[src/rtl/pcileech_rst_ctl.sv]
// pcileech_rst_ctl: reset and user-button sequencer for the board top level.
// Synchronizes and debounces the two user buttons, sequences the system
// reset with a minimum hold, detects a long SW2 press as a config-reload
// request, and sources the 64-bit tick count and the power-on LED blink.
// Optional feature macro: PCILEECH_RST_PERST_EN (PCIe PERST# resets the system).
//
// state  | meaning
// HOLD   | rst_sys asserted, counting the minimum hold time
// RUN    | system running, rst_sys released
// PRESS  | SW2 held, rst_sys asserted, counting towards config reload
// RELOAD | SW2 held long enough, rst_cfg_reload asserted until release
// PERST  | PCIe PERST# low, rst_sys asserted until it deasserts
module pcileech_rst_ctl #(
  parameter int unsigned DEBOUNCE_CYCLES = 1000000,
  parameter int unsigned RST_HOLD_CYCLES = 64,
  parameter int unsigned RELOAD_CYCLES   = 500000000,
  parameter int unsigned BLINK_BIT       = 24,
  parameter int unsigned BLINK_LIMIT_BIT = 27
) (
  input  logic        clk,
  input  logic        rst,
  input  logic        user_sw1_n,
  input  logic        user_sw2_n,
  input  logic        pcie_perst_n,
  output logic        rst_sys,
  output logic        rst_com_n,
  output logic        rst_cfg_reload,
  output logic        led_pwronblink,
  output logic [63:0] tickcount64
);

  localparam int DB_W   = (DEBOUNCE_CYCLES > 1) ? $clog2(DEBOUNCE_CYCLES) : 1;
  localparam int HOLD_W = (RST_HOLD_CYCLES > 1) ? $clog2(RST_HOLD_CYCLES) : 1;
  localparam int PRS_W  = (RELOAD_CYCLES > 1)   ? $clog2(RELOAD_CYCLES)   : 1;

  localparam logic [DB_W-1:0]   DB_LAST   = DB_W'(DEBOUNCE_CYCLES - 1);
  localparam logic [HOLD_W-1:0] HOLD_LAST = HOLD_W'(RST_HOLD_CYCLES - 1);
  localparam logic [PRS_W-1:0]  PRS_LAST  = PRS_W'(RELOAD_CYCLES - 1);

  typedef enum logic [2:0] {
    ST_HOLD   = 3'd0,
    ST_RUN    = 3'd1,
    ST_PRESS  = 3'd2,
    ST_RELOAD = 3'd3,
    ST_PERST  = 3'd4
  } state_t;

  // bit 0 = SW1, bit 1 = SW2, bit 2 = PERST#; all idle high
  logic [2:0]            sync_s1_q, sync_s1_d;
  logic [2:0]            sync_s2_q, sync_s2_d;
  logic [1:0]            stable_q, stable_d;
  logic [1:0][DB_W-1:0]  db_cnt_q, db_cnt_d;

  state_t                state_q, state_d;
  logic [HOLD_W-1:0]     hold_cnt_q, hold_cnt_d;
  logic [PRS_W-1:0]      press_cnt_q, press_cnt_d;

  logic                  rst_sys_q, rst_sys_d;
  logic                  rst_com_n_q, rst_com_n_d;
  logic                  reload_q, reload_d;
  logic                  led_q, led_d;
  logic [63:0]           tick_q, tick_d;

  logic                  sw1_p, sw2_p, perst_s;

  assign sw1_p   = ~stable_q[0];
  assign sw2_p   = ~stable_q[1];
  assign perst_s = sync_s2_q[2];

  // Two-flop synchronizers for the raw asynchronous inputs
  always_comb begin
    sync_s1_d = {pcie_perst_n, user_sw2_n, user_sw1_n};
    sync_s2_d = sync_s1_q;
  end

  // Per-button debounce: accept a change only after DEBOUNCE_CYCLES stable cycles
  always_comb begin
    stable_d = stable_q;
    db_cnt_d = '0;
    for (int i = 0; i < 2; i++) begin
      if (sync_s2_q[i] != stable_q[i]) begin
        if (db_cnt_q[i] == DB_LAST) begin
          stable_d[i] = ~stable_q[i];
        end else begin
          db_cnt_d[i] = db_cnt_q[i] + 1'b1;
        end
      end
    end
  end

  // Next-state logic; SW2 always takes priority over PERST#
  always_comb begin
    state_d = state_q;
    case (state_q)
      ST_HOLD: begin
        if (sw2_p)                         state_d = ST_PRESS;
        else if (hold_cnt_q == HOLD_LAST)  state_d = ST_RUN;
      end
      ST_RUN: begin
        if (sw2_p)                         state_d = ST_PRESS;
`ifdef PCILEECH_RST_PERST_EN
        else if (!perst_s)                 state_d = ST_PERST;
`endif
      end
      ST_PRESS: begin
        if (!sw2_p)                        state_d = ST_HOLD;
        else if (press_cnt_q == PRS_LAST)  state_d = ST_RELOAD;
      end
      ST_RELOAD: begin
        if (!sw2_p)                        state_d = ST_HOLD;
      end
      ST_PERST: begin
        if (sw2_p)                         state_d = ST_PRESS;
        else if (perst_s)                  state_d = ST_HOLD;
      end
      default:                             state_d = ST_HOLD;
    endcase
  end

  // Counters and registered outputs, all derived from the next state so the
  // outputs change on the same edge as the state
  always_comb begin
    hold_cnt_d  = '0;
    press_cnt_d = '0;
    if (state_q == ST_HOLD && state_d == ST_HOLD) begin
      hold_cnt_d = hold_cnt_q + 1'b1;
    end
    if (state_q == ST_PRESS && state_d == ST_PRESS) begin
      press_cnt_d = (press_cnt_q == '1) ? press_cnt_q : press_cnt_q + 1'b1;
    end

    rst_sys_d   = (state_d != ST_RUN);
    rst_com_n_d = (state_d == ST_RUN);
    reload_d    = (state_d == ST_RELOAD);

    if (state_d == ST_PRESS || state_d == ST_RELOAD) begin
      tick_d = '0;
    end else begin
      tick_d = tick_q + 64'd1;
    end

    led_d = sw1_p ^ (tick_q[BLINK_BIT] & (tick_q[63:BLINK_LIMIT_BIT] == '0));
  end

  // Synchronizer and debounce registers; idle (released) level on reset
  always_ff @(posedge clk or posedge rst) begin
    if (rst) begin
      sync_s1_q <= '1;
      sync_s2_q <= '1;
      stable_q  <= '1;
      db_cnt_q  <= '0;
    end else begin
      sync_s1_q <= sync_s1_d;
      sync_s2_q <= sync_s2_d;
      stable_q  <= stable_d;
      db_cnt_q  <= db_cnt_d;
    end
  end

  // FSM state, counters and output registers
  always_ff @(posedge clk or posedge rst) begin
    if (rst) begin
      state_q     <= ST_HOLD;
      hold_cnt_q  <= '0;
      press_cnt_q <= '0;
      rst_sys_q   <= 1'b1;
      rst_com_n_q <= 1'b0;
      reload_q    <= 1'b0;
      led_q       <= 1'b0;
      tick_q      <= '0;
    end else begin
      state_q     <= state_d;
      hold_cnt_q  <= hold_cnt_d;
      press_cnt_q <= press_cnt_d;
      rst_sys_q   <= rst_sys_d;
      rst_com_n_q <= rst_com_n_d;
      reload_q    <= reload_d;
      led_q       <= led_d;
      tick_q      <= tick_d;
    end
  end

  assign rst_sys        = rst_sys_q;
  assign rst_com_n      = rst_com_n_q;
  assign rst_cfg_reload = reload_q;
  assign led_pwronblink = led_q;
  assign tickcount64    = tick_q;

endmodule
[config.mk]
export PLATFORM = sky130hd
export DESIGN_NAME = pcileech_rst_ctl
export DESIGN_NICKNAME = d
export VERILOG_FILES = /design/src/rtl/pcileech_rst_ctl.sv
export SDC_FILE = /design/constraint.sdc
export NUM_CORES = 1
export LEC_CHECK = 0
export ABC_AREA = 1
export CORE_UTILIZATION = 27
export DETAILED_ROUTE_END_ITERATION = 8
export REMOVE_ABC_BUFFERS = 1
export SETUP_SLACK_MARGIN = 0.15
export SLEW_MARGIN = 10
export SYNTH_ARGS = -nofsm -noshare
export SYNTH_HDL_FRONTEND = slang
export SYNTH_SLANG_ARGS = --single-unit
[constraint.sdc]
create_clock -name clk -period 4.7 [get_ports clk]
set_input_delay 0.94 -clock clk [delete_from_list [all_inputs] [get_ports clk]]
set_output_delay 0.94 -clock clk [all_outputs]
set_load 0.01 [all_outputs]
# Word level (Yosys, flattened, before mapping)

Index checks and enable logic that the tools add are counted.

Register bits after elaboration: 154
Input bits: 5
Output and inout port bits: 68

$add $sub $neg: 5
Eq/ne operators: 16
Multiplexer cells: 17
Bitwise operators: 4
Reductions and logical operators: 8

Operator list:

| kind                                                 | number |
|---|---|
| two-way mux 20 bit                                   | 4 |
| adder 64 x 1 -> 64 bit (second input constant)       | 1 |
| two-way mux 64 bit                                   | 1 |
| equality test 29 bit (second input constant)         | 2 |
| two-way mux 29 bit                                   | 2 |
| adder 20 x 1 -> 20 bit (second input constant)       | 2 |
| equality test 20 bit (second input constant)         | 2 |
| zero test 37 bit                                     | 1 |
| adder 29 x 1 -> 29 bit (second input constant)       | 1 |
| two-way mux 3 bit                                    | 8 |
| case mux 3 bit (5 select lines)                      | 1 |
| equality test 3 x 2 -> 1 bit (second input constant) | 4 |
| adder 6 x 1 -> 6 bit (second input constant)         | 1 |
| equality test 3 x 1 -> 1 bit (second input constant) | 2 |
| equality test 6 bit (second input constant)          | 1 |
| zero test 3 bit                                      | 2 |
| two-way mux 6 bit                                    | 1 |
| AND reduction 2 bit                                  | 2 |
| equality test 3 bit (second input constant)          | 1 |
| != test 3 x 1 -> 1 bit (second input constant)       | 1 |
| logical AND 1 bit                                    | 2 |
| != test 1 bit                                        | 2 |
| != test 2 bit (second input constant)                | 1 |
| NOT 1 bit                                            | 2 |
| 3 further kinds                                      | 3 |

# Depth between registers and ports, before layout

Depth after elaboration: 7
Depth in mapped cells: 11

# Least setup slack after synthesis

Ideal clock, no wire load.

Kind: register to register
From: register press_cnt_q[0]
To: register press_cnt_q[13]
Setup time: 123 ps
Arrival time: 1519 ps
Data required time: 4577 ps
Path slack: 3059 ps
Stages on the path, launching flop included: 11
Period minus slack after synthesis: 1641 ps
Cells stage by stage: dfrtp_1 > ha_1 > nand3_2 > inv_2 > nand2_4 > nor2_4 > nand3_2 > nand4_2 > buf_6 > buf_8 > a21oi_1

Longest elaborated chain between the ends: 7

RTL lines:

| what                                                                 | RTL line | text |
|---|---|---|
| from (decl)                                                          | 56       | `logic [PRS_W-1:0] press_cnt_q, press_cnt_d;` |
| from (signal assigned)                                               | 174      | `press_cnt_q <= press_cnt_d;` |
| equality test 29 bit                                                 | 107      | `else if (press_cnt_q == PRS_LAST) state_d = ST_RELOAD;` |
| two-way mux 3 bit                                                    | 107      |  |
| two-way mux 3 bit                                                    | 106      | `if (!sw2_p) state_d = ST_HOLD;` |
| case mux 3 bit (5 select lines)                                      | 94       | `case (state_q)` |
| equality test 3 x 2 -> 1 bit                                         | 128      | `if (state_q == ST_PRESS && state_d == ST_PRESS) begin` |
| logical AND 1 bit                                                    | 128      |  |
| != test 2 bit (no source line) or two-way mux 29 bit (tied branches) | -        |  |

Parallel ways exist; a longest one is shown, timed or not. The select of a mux whose other input is x is not followed.
A chain may end at the register's enable or synchronous reset.

# Final worst setup path

From: register tick_q[33], in the netlist tickcount64[33]
To: output tickcount64[33]

RTL lines:

| what                   | RTL line | text |
|---|---|---|
| from (decl)            | 62       | `logic [63:0] tick_q, tick_d;` |
| from (signal assigned) | 179      | `tick_q <= tick_d;` |
| to (decl)              | 29       | `output logic [63:0] tickcount64` |

No word-level cell between the ends.

==> qor.log <==
[cts] buffer type at the clock tree root clkbuf_16
[critical_path] critical path start-end classification reg2out
[routing] antenna-violating nets left 0
[critical_path] nature of the critical path startpoint register
[critical_path] Data arrival, critical path 1.55 ns
[sta] Final Hold Viols 0
[floorplan] die outline height 184 um
[synth] share of flip-flops with an asynchronous set or reset after synthesis 100%
[routing] violation count after the first detailed-route iteration 601
[power_and_ir_drop] power per standard cell area 262 nW/um2
[layout] Final Core Density 33.1%
[synth] Synth area leaders dfrtp_1 (41%), nor2_1 (13%), nand2_1 (13%), xor2_1 (5.8%), inv_1 (5.5%)
[synth] number of different library cells in the post-synthesis netlist 40
[grt] global-route usage over all layers 14.8%
[grt] global route overflow 0
[sta] Layout Skew 0.0106 ns
[synth] synthesis warning total 0
[critical_path] Crit-path slowest cell clkdlybuf4s50_1
[sta] number of pins exceeding their max-slew limit in the final report 0
[cts] Inserted Clock Buffers 17
[sta] final worst path period need 2.49 ns
[critical_path] maximum fanout along the worst path 5
[cts] hold buffer count at cts 0
[job] number of max-capacitance violations reported 0
[layout] layout cells sized above 1 5.61%
[synth] post-synthesis sequential area ratio 43.4%
[critical_path] total buffers and inverters traversed by the critical path 1
[synth] number of flops mapped to enable cells by yosys 0
[layout] Synth-to-Final Area Change 20.5%
[cts] clock edge transition at the registers on the reported setup and hold paths 0.06 ns
[sta] normalized max-slew margin 46.1%
[layout] number of inserted filler cells in the final layout 3,447
[routing] post-detailed-route DRC marker count 0
[placement] routability congestion estimate from global placement 0.918
[hold_path] worst min-delay path category reg2reg
[cts] depth of the CTS H-tree 4
[synth] register bit total from synthesis 154
[floorplan] cell row count 66
[cts] count of buffers added by post-CTS timing repair for setup 0
[routing] routed wire length 23.9 mm
[floorplan] CORE AREA 32,500 um2
[floorplan] die footprint 33,700 um2
[cts] count of clock tree sinks 154
[power_and_ir_drop] Max rail drop VDD 0.000237 V
[power_and_ir_drop] leakage power summed over all cells 0.00413 uW
[floorplan] I/O pin cnt 73
[grt] maximum number of pins on one net before global-route repair 90
[layout] most used cells in the layout excluding fill and tap cells nor2_1 (307), nand2_1 (306), dfrtp_1 (145), inv_1 (130), nand3_1 (76)
[synth] combined area of all synthesized cells 8900 um2
[synth] cell accounting for the most synthesized area dfrtp_1
[sta] final worst path period share 52.9%
[cts] clock latency at the later pin of the worst-skew pair 0.43 ns
[floorplan] die width 184 um
[floorplan] initial cell density of the core 27.4%
[synth] Mapped Cells 1,226
[sta] FMAX 402 MHz
[grt] first-pass GRT wire length 39.2 mm
[grt] antenna violations before repair 0
[routing] total via count in the routed design 7,876
[sta] final worst-path setup slack 2.21 ns
[routing] DR WL/cell 13.5 um
[layout] count of inserted antenna diode cells 0
[sta] unrepaired setup endpoints after global routing no
[layout] most frequent standard cell in the layout excluding fill and tap cells nor2_1
[layout] Final nets 1,317
[placement] worst slack, placed 2.15 ns
[critical_path] crit path capture type primary output
[cts] Max Root-Sink Buffers 2
[sta] measured slew at the worst slew-check pin 0.808 ns
[grt] via count of the first global-routing pass 7,569
[routing] post-DR vias/cell 4.47
[placement] DP Wirelength 18.5 mm
[cts] quantity of gates resized following cts 0
[routing] total iterations of the first detailed-routing run 5
[critical_path] data required time at the worst endpoint 3.76 ns
[synth] per-instance average area after synthesis 7.26 um2
[outcome] run status finished clean
[power_and_ir_drop] overall power 2810 uW
[critical_path] Cell Chain, Critical Path clkdlybuf4s50_1
[placement] IO Port Bufs 72
[critical_path] stage delay of the slowest cell on the critical path 0.60 ns
[sta] final setup violating endpoints 0
[cts] TritonCTS clock tree built
[critical_path] category of cells accounting for the largest share of critical-path delay buffers and inverters
[synth] share of Yosys cell area claimed by the top area cell type 40.7%
[synth] dominant synthesized flop cell dfrtp_1
## area by class of cell
type                       instances  area, um2  area share (%)
clock inverter                     6        111            1.04
tap                              442        553            5.15
inverter                         134        508            4.73
multi-input combinational        925       4450            41.5
sequential                       154       3860            36.0
timing repair buffer              75        743            6.92
clock buffer                      26        499            4.65
## cell usage after synthesis (3+ instances only)
| cell | instances |
|---|---|
| nor2_1 | 308 |
| nand2_1 | 306 |
| dfrtp_1 | 145 |
| inv_1 | 131 |
| nand3_1 | 76 |
| xor2_1 | 59 |
| a21oi_1 | 40 |
| xnor2_1 | 26 |
| nand4_1 | 21 |
| nor3_1 | 20 |
| nor2_4 | 11 |
| dfstp_2 | 9 |
| o21ai_0 | 6 |
| o22ai_1 | 6 |
| and2_1 | 5 |
| ha_1 | 5 |
| nand2_2 | 5 |
| nand3b_1 | 5 |
| buf_2 | 4 |
| clkbuf_1 | 4 |
| buf_6 | 3 |
| nand3_2 | 3 |
| nor2_2 | 3 |
| nor3_2 | 3 |
| nor3b_1 | 3 |
## state kept, by name, summed over array words and instances, names as in the netlist
name and cells:
rst_cfg_reload 1, rst_sys 1, stable_q 2, press_cnt_q 29, hold_cnt_q 6, state_q 3
sync_s1_q 3, rst_com_n 1, led_pwronblink 1, db_cnt_q 40, tickcount64 64, sync_s2_q 3
## power by group
| group | internal, uW | total, uW | switching (uW) | leakage (uW) |
|---|---|---|---|---|
| clock | 893 | 1430 | 532 | 0.000295 |
| combinational | 9.32 | 45.5 | 36.2 | 0.00174 |
| sequential | 1340 | 1340 | 5.03 | 0.00210 |
| total | 2240 | 2810 | 573 | 0.00413 |
## layer usage
layer | GRT usage, % | wire (um)
met1 | 20.6 | 11700
met2 | 23.5 | 11000
met3 | 2.52 | 845
met4 | 4.20 | 371
met5 | 0 | 0
## cells by family after synthesis
kind of cell	after synthesis	share of synthesized area, %
fa+ha+maj	5	0.703
xor+xnor	85	8.36
flops	154	43.4
compound gates	57	3.41
buf+inv	147	6.67
simple gates	778	37.4
## worst paths after layout
| check | startpoint | cells after the start | endpoint | slack [ns] |
|---|---|---|---|---|
| setup / recovery | tickcount64[33] | 1 | tickcount64[33] | 2.21 |
| hold / removal | sync_s1_q[2] | 0 | sync_s2_q[2] | 0.35 |
| setup reg to reg | press_cnt_q[0] | 8 | press_cnt_q[15] | 2.46 |
| hold reg to reg | sync_s1_q[2] | 0 | sync_s2_q[2] | 0.35 |
| max in group asynchronous | rst | 3 | tickcount64[23] | 2.68 |
| min in group asynchronous | rst | 2 | db_cnt_q[27] | 1.04 |
## stage by stage
step	hold WS (ns)	area, um2	std cells	setup TNS [ns]
2_1_floorplan	0.345	8810	1213	-54.36
3_3_place_gp	0.347	10100	1730	0
3_5_place_dp	0.347	10100	1730	0
4_1_cts	0.356	10700	1762	0
5_1_grt	0.357	10700	1762	0
6_report	0.355	10700	1762	0
(Power assumes the default switching activity.)
